## src/rtl/mem_bus_arbiter.sv

```systemverilog
// mem_bus_arbiter
//   Two-master arbiter for the single data-RAM port. M0 is the RV32I core and
//   M1 is the DMA/debug master. The grant FSM is registered. Arbitration is
//   round-robin with a burst limit. The owner's request is steered onto the
//   RAM port combinationally. The RAM keeps its synchronous-write,
//   combinational-read behaviour.
//
//   Configuration macro: ARB_FIXED_PRIO_EN
//     defined   - M0 has strict priority; only M1 is burst-limited, and it
//                 yields to a waiting M0 after MAX_BURST beats
//     undefined - round-robin with burst limit for both masters
//
// Parameters
//   ADDR_W     slave word-address width (in-range addr[31:ADDR_W] == 0)
//   DATA_W     data width
//   MAX_BURST  max consecutive beats per owner while the other master waits
//
// Ports
//   clk, reset               clock, asynchronous active-low reset
//   m0_req/we/addr/wdata     M0 request (held until its beat completes)
//   m0_gnt, m0_rdata         M0 grant (registered) and read data
//   m1_*                     same set for M1
//   s_we/s_addr/s_wdata      RAM write enable, word address, write data
//   s_rdata                  RAM read data
//   busy                     high whenever the arbiter is not idle
module mem_bus_arbiter #(
  parameter int unsigned ADDR_W    = 10,
  parameter int unsigned DATA_W    = 32,
  parameter int unsigned MAX_BURST = 4
) (
  input  logic              clk,
  input  logic              reset,
  input  logic              m0_req,
  input  logic              m0_we,
  input  logic [31:0]       m0_addr,
  input  logic [DATA_W-1:0] m0_wdata,
  output logic              m0_gnt,
  output logic [DATA_W-1:0] m0_rdata,
  input  logic              m1_req,
  input  logic              m1_we,
  input  logic [31:0]       m1_addr,
  input  logic [DATA_W-1:0] m1_wdata,
  output logic              m1_gnt,
  output logic [DATA_W-1:0] m1_rdata,
  output logic              s_we,
  output logic [ADDR_W-1:0] s_addr,
  output logic [DATA_W-1:0] s_wdata,
  input  logic [DATA_W-1:0] s_rdata,
  output logic              busy
);

  localparam int unsigned CNT_W = (MAX_BURST > 1) ? $clog2(MAX_BURST) : 1;
  localparam logic [CNT_W-1:0] CNT_MAX = CNT_W'(MAX_BURST - 1);

  typedef enum logic [1:0] {
    IDLE = 2'd0,
    OWN0 = 2'd1,
    OWN1 = 2'd2
  } state_t;

  state_t           state;
  logic [CNT_W-1:0] beat_cnt;
  logic             last_owner;   // 0: M0 owned last, 1: M1 owned last

  // Owner-relative view of the two masters
  logic              own_sel;     // 0: M0 is owner, 1: M1 is owner
  logic              own_req;
  logic              own_we;
  logic [31:0]       own_addr;
  logic [DATA_W-1:0] own_wdata;
  logic              oth_req;
  logic              active;
  logic              in_range;
  logic              may_yield;
  logic              pick_m0;     // winner when both request from IDLE
  logic [DATA_W-1:0] rd_beat;

  always_comb begin
    own_sel   = (state == OWN1);
    own_req   = own_sel ? m1_req   : m0_req;
    own_we    = own_sel ? m1_we    : m0_we;
    own_addr  = own_sel ? m1_addr  : m0_addr;
    own_wdata = own_sel ? m1_wdata : m0_wdata;
    oth_req   = own_sel ? m0_req   : m1_req;
    active    = (state != IDLE) && own_req;
    in_range  = (own_addr[31:ADDR_W] == '0);
`ifdef ARB_FIXED_PRIO_EN
    pick_m0   = 1'b1;
    may_yield = own_sel;
`else
    pick_m0   = last_owner;
    may_yield = 1'b1;
`endif
  end

  // Slave mux: only a granted, requesting owner reaches the RAM port.
  // Out-of-range beats still complete but never write and read back zero.
  always_comb begin
    s_we    = active && own_we && in_range;
    s_addr  = active ? own_addr[ADDR_W-1:0] : '0;
    s_wdata = active ? own_wdata : '0;
    rd_beat = (active && !own_we && in_range) ? s_rdata : '0;
    m0_rdata = (state == OWN0) ? rd_beat : '0;
    m1_rdata = (state == OWN1) ? rd_beat : '0;
    m0_gnt  = (state == OWN0);
    m1_gnt  = (state == OWN1);
    busy    = (state != IDLE);
  end

  // OWN0 and OWN1 share one branch written in owner/other terms; own_sel
  // picks the direction of any handover.
  always_ff @(posedge clk or negedge reset) begin
    if (!reset) begin
      state      <= IDLE;
      beat_cnt   <= '0;
      last_owner <= 1'b1;
    end else begin
      unique case (state)
        IDLE: begin
          beat_cnt <= '0;
          if (m0_req && m1_req) begin
            state <= pick_m0 ? OWN0 : OWN1;
          end else if (m0_req) begin
            state <= OWN0;
          end else if (m1_req) begin
            state <= OWN1;
          end
        end
        OWN0, OWN1: begin
          if (own_req) begin
            if (oth_req && (beat_cnt == CNT_MAX) && may_yield) begin
              state      <= own_sel ? OWN0 : OWN1;
              beat_cnt   <= '0;
              last_owner <= own_sel;
            end else if (beat_cnt != CNT_MAX) begin
              beat_cnt <= beat_cnt + CNT_W'(1);
            end
          end else begin
            state      <= oth_req ? (own_sel ? OWN0 : OWN1) : IDLE;
            beat_cnt   <= '0;
            last_owner <= own_sel;
          end
        end
        default: begin
          state    <= IDLE;
          beat_cnt <= '0;
        end
      endcase
    end
  end

endmodule

```

## config.mk

```make
export PLATFORM = sky130hd
export DESIGN_NAME = mem_bus_arbiter
export DESIGN_NICKNAME = d
export VERILOG_FILES = /design/src/rtl/mem_bus_arbiter.sv
export SDC_FILE = /design/constraint.sdc
export NUM_CORES = 1
export LEC_CHECK = 0
export CORE_AREA = 2 2 108 110
export DETAILED_ROUTE_END_ITERATION = 12
export DIE_AREA = 0 0 110 112
export PLACE_DENSITY_LB_ADDON = 0.3
export SYNTH_ARGS = -nofsm -noshare
export SYNTH_HDL_FRONTEND = slang
export SYNTH_SLANG_ARGS = --single-unit
```

## constraint.sdc

```tcl
create_clock -name clk -period 7.6 [get_ports clk]
set_clock_uncertainty 0.1 [all_clocks]
set_input_delay 2.28 -clock clk [delete_from_list [all_inputs] [get_ports clk]]
set_output_delay 2.28 -clock clk [all_outputs]
set_load 0.005 [all_outputs]
```

# After elaboration in Yosys (flattened, before gate mapping)
# Cells that the tools add are included.
classes:
  addsub: 1
  eq_ne: 8
  muxes: 25
  n_reduce_logical: 14
op_table:
  columns: ["operator", "n"]
  rows:
  - ["$mux W32", 6]
  - ["$mux W2", 12]
  - ["$logic_not A22 Y1", 1]
  - ["$mux W10", 1]
  - ["$ne A4 B4 Y1 const B", 2]
  - ["$logic_and A1 B1 Y1", 7]
  - ["$mux W1", 5]
  - ["$eq A2 B2 Y1 const B", 2]
  - ["$pmux W2 S2", 1]
  - ["$reduce_and A2 Y1", 2]
  - ["$ne A3 B3 Y1 const B", 1]
  - ["$add A2 B1 Y2 const B", 1]
  - ["$eq A2 B1 Y1 const B", 1]
  - ["$logic_not A2 Y1", 1]
  - ["$ne A2 B1 Y1 const B", 1]
  - ["$ne A2 B2 Y1 const B", 1]
  - ["$reduce_bool A2 Y1", 1]
  - ["$reduce_or A2 Y1", 1]
  - ["$logic_not A1 Y1", 1]
word_totals:
  reg_bits: 5
  inputBits: 166
  out_inout_bits: 110
  elab_cells: 51

# Longest topological paths before layout
logic_depth:
  ltp_word: 7
  depth_mapped: 8
  depth_no_buf: 6

# Least setup slack after synthesis
# OpenSTA, ideal clock, no wires.
synth_timing:
  kind: "input port to output port"
  from: "input port m1_req"
  to: "output port m1_rdata[10]"
  arrival_time_ns: 3.607
  t_required_ns: 5.220
  setup_slack_ns: 1.613
  stages: 7
  n_path_buf: 3
  path_cell_list: "buf_4 > mux2i_1 > or2_1 > buf_2 > a2111o_1 > buf_6 > nor3b_2"
synth_via:
  elab_chain_len: 6
synth_rtl:
  columns: ["element", "line_no", "source"]
  rows:
  - ["start, declared", "39", "input logic m1_req,"]
  - ["$mux W1", "80", "own_req = own_sel ? m1_req : m0_req;"]
  - ["$logic_and A1 B1 Y1", "85", "active = (state != IDLE) && own_req;"]
  - ["$logic_and A1 B1 Y1 (2 in series)", "102", "rd_beat = (active && !own_we && in_range) ? s_rdata : '0;"]
  - ["$mux W32", "102", null]
  - ["$mux W32", "104", "m1_rdata = (state == OWN1) ? rd_beat : '0;"]
  - ["end, declared", "44", "output logic [DATA_W-1:0] m1_rdata,"]
# No other way between the ends.

# Worst setup path in the final report
layout_timing:
  from: "input port m1_req"
  to: "output port m1_rdata[30]"
# The elaborated chain is that of the path after synthesis.

==> metrics.log <==
INFO  metric place.gp.congestion = 0.781
INFO  metric placement.cell_area = 4740 sq um
INFO  metric cts_tree = done
INFO  metric number_of_cts_inserted_buffers = 3
INFO  metric width_of_the_die = 110 um
INFO  metric worstSkewPairLatency = 0.23 ns
INFO  metric grt_antenna_before_repair = 0
INFO  metric rsz0062_at_grt = false
INFO  metric slew_violations = 0
INFO  metric hold_viol_final = 0
INFO  metric critical_path_class = in2out
INFO  metric critical_path.slowest_cell = clkdlybuf4s50_1
INFO  metric syn_inst = 246
INFO  metric synth_largest_type_area_fraction = 24.3%
INFO  metric globalRoute.totalOverflow = 0
INFO  metric post_route_standard_cell_area_excluding_fillers = 4820 sq um
INFO  metric cp.required = 5.22 ns
INFO  metric core_region_area = 11200 sq um
INFO  metric path_clk_slew = 0.03 ns
INFO  metric num_vias = 2918
INFO  metric cts-resized-gates = 0
INFO  metric number_of_global_route_vias_before_repair = 3027
INFO  metric critical-path-top-delay-family = buffers and inverters
INFO  metric synth.yosys.seq_area_share = 6.68%
INFO  metric post_synth.cell_area_avg = 7.69 sq um
INFO  metric clock_sink_count = 5
INFO  metric ys_ff_latch = 5
INFO  metric finalNetCount = 678
INFO  metric final-setup-viol-count = 0
INFO  metric buffer_ports.inserted = 275
INFO  metric via_per_inst = 4.50
INFO  metric postRouteWirelength = 10600 um
INFO  metric fmax = 138 MHz
INFO  metric cpPeakStageDelay = 0.66 ns
INFO  metric cp-end-kind = output pin
INFO  metric slew_headroom = 48.3%
INFO  metric clk_root_buffer_cell = clkbuf_16
INFO  metric yosys_most_used_dff = dfrtp_1
INFO  metric post-route-min-period = 7.23 ns
INFO  metric floorplan.io_pins = 276
INFO  metric run_status = complete, no violations
INFO  metric htreeDepth = 1
INFO  metric largest_area_contributor_in_the_netlist = mux2i_1
INFO  metric maxCapViolations = 0
INFO  metric yosys.cell_types.count = 40
INFO  metric cp.arrival = 4.85 ns
INFO  metric share_of_the_core_filled_with_cells_in_the_final_layout = 43.2%
INFO  metric layout_commonest_cell = clkdlybuf4s50_1
INFO  metric drc_violation_total_after_the_first_tritonroute_iteration = 117
INFO  metric num_rows = 39
INFO  metric synthesis.yosys.warnings = 0
INFO  metric drt_first_pass_iters = 4
INFO  metric wl_per_cell = 16.4 um
INFO  metric drt_drc_violations_left = 0
INFO  metric first_pass_grt_wire_length = 15400 um
INFO  metric dp_hpwl = 8950 um
INFO  metric power.ir.vdd_worst = 0.153 mV
INFO  metric die_footprint = 12300 sq um
INFO  metric timing_worst_slew_pin_value = 0.776 ns
INFO  metric fraction_of_layout_cells_with_a_size_suffix_above_1 = 9.49%
INFO  metric cp_common_cell = clkdlybuf4s50_1
INFO  metric antenna_cells = 0
INFO  metric worst-path-max-fanout = 23
INFO  metric setup.worst_path.start_class = input pin
INFO  metric fillers = 1113
INFO  metric synth-async-reset-ratio = 100%
INFO  metric power_leakage = 1.83 nW
INFO  metric hp-class = reg2reg
INFO  metric final_worst_path_period_share = 95.1%
INFO  metric power_per_cell_area = 154 nW/um^2
INFO  metric clock_path_buffers = 2
INFO  metric grt_start_max_net_pins = 51
INFO  metric mappedNetlistArea = 1890 sq um
INFO  metric synth.net_count = 417
INFO  metric holdBufCountCts = 0
INFO  metric cells_taking_the_most_area_after_synthesis = mux2i_1 (24%), nor3b_2 (20%), and3_1 (11%)
INFO  metric setup_tns = 0 ns
INFO  metric crit_chain = clkdlybuf4s50_1 -> mux2i_1 -> or2_1 -> a2111o_1 -> buf_4 -> nor3b_2 -> clkdlybuf4s50_1
INFO  metric gr-usage-all-layers = 15.9%
INFO  metric antenna_violating_nets_post_route = 0
INFO  metric number_of_enable_flip_flop_cells_after_synthesis = 0
INFO  metric cp_num_buf_inv = 3
INFO  metric area_delta_synth_final = 155%
INFO  metric floorplan.initialDensity = 16.9%
INFO  metric post-cts-setup-buffers = 0
INFO  metric highest_count_cells_in_the_layout_ignoring_fill_and_taps = clkdlybuf4s50_1 (274), mux2i_1 (46), nor2_1 (44)
INFO  metric chipHeight = 112 um
==> stage by stage <==
| step | hold WS [ns] | instances | total power, mW | setup WS [ns] |
|---|---|---|---|---|
| 3_5_place_dp | 0.450 | 645 | 0.668 | 0.423 |
| 4_1_cts | 0.454 | 649 | 0.757 | 0.409 |
| 2_1_floorplan | 0.393 | 246 | 0.361 | 1.61 |
| 6_report | 0.454 | 649 | 0.744 | 0.372 |
| 3_3_place_gp | 0.442 | 645 | 0.657 | 0.493 |
| 5_1_grt | 0.494 | 649 | 0.805 | 0.215 |
==> cells in the mapped netlist, types with 2 or more instances <==
cell type	number
nand4_1	2
nor3_1	3
nor2b_1	3
nor2_1	44
buf_1	4
inv_1	4
nor3b_2	30
nor3b_1	3
and3_1	33
mux2i_1	46
nand2b_1	2
dfrtp_1	4
nand2_1	5
nand3_1	2
nor4_1	8
buf_6	3
a31oi_1	2
ha_1	5
buf_2	7
o21ai_0	6
buf_4	2
clkbuf_1	10
==> where the power goes <==
part	switching (mW)	total [mW]	internal [mW]	leakage [nW]
sequential	0.00890	0.0478	0.0389	0.0627
clock	0.0170	0.0865	0.0695	0.0382
combinational	0.257	0.610	0.353	1.73
total	0.283	0.744	0.461	1.83
==> layer usage <==
metal,routed length (um),vias up,track usage (%)
met2,5500,187,31.2
met5,0,-,0
met4,198,0,4.05
met3,1570,16,5.97
li1,-,1412,-
met1,3360,1303,15.0
==> worst min-delay path: stages, from the launching register on <==
cell,delay [ns]
dfstp_2,0.37
nand2_1,0.05
o211ai_1,0.10
==> worst paths after layout <==
kind | start | endpoint | slack [ns] | cells after the start
worst max-delay path | m1_req | m1_rdata[30] | 0.37 | 7
worst min-delay path | last_owner | last_owner | 0.45 | 2
worst max register to register | state[0] | state[1] | 5.07 | 7
worst min register to register | last_owner | last_owner | 0.45 | 2
max in group asynchronous | reset | last_owner | 4.98 | 1
min in group asynchronous | reset | beat_cnt[1] | 2.17 | 1
==> final cells by class <==
| type | count | area, sq um | area share (%) |
|---|---|---|---|
| Tap cell | 143 | 179 | 3.71 |
| Multi-Input combinational cell | 211 | 1620 | 33.7 |
| Inverter | 4 | 15.0 | 0.311 |
| Timing Repair Buffer | 282 | 2800 | 58.1 |
| Sequential cell | 5 | 126 | 2.62 |
| Clock buffer | 4 | 78.8 | 1.63 |
==> cells by family after synthesis <==
group	share of synthesized area (%)
mux	24.9
flops	6.68
fa+ha+maj	3.31
buf+inv	8.00
compound gates	6.61
simple gates	50.5
==> sequential cells by signal, summed over array words and instances (netlist names) <==
name	cells
state	2
beat_cnt	2
last_owner	1
Power figures use the tool's default switching activity.
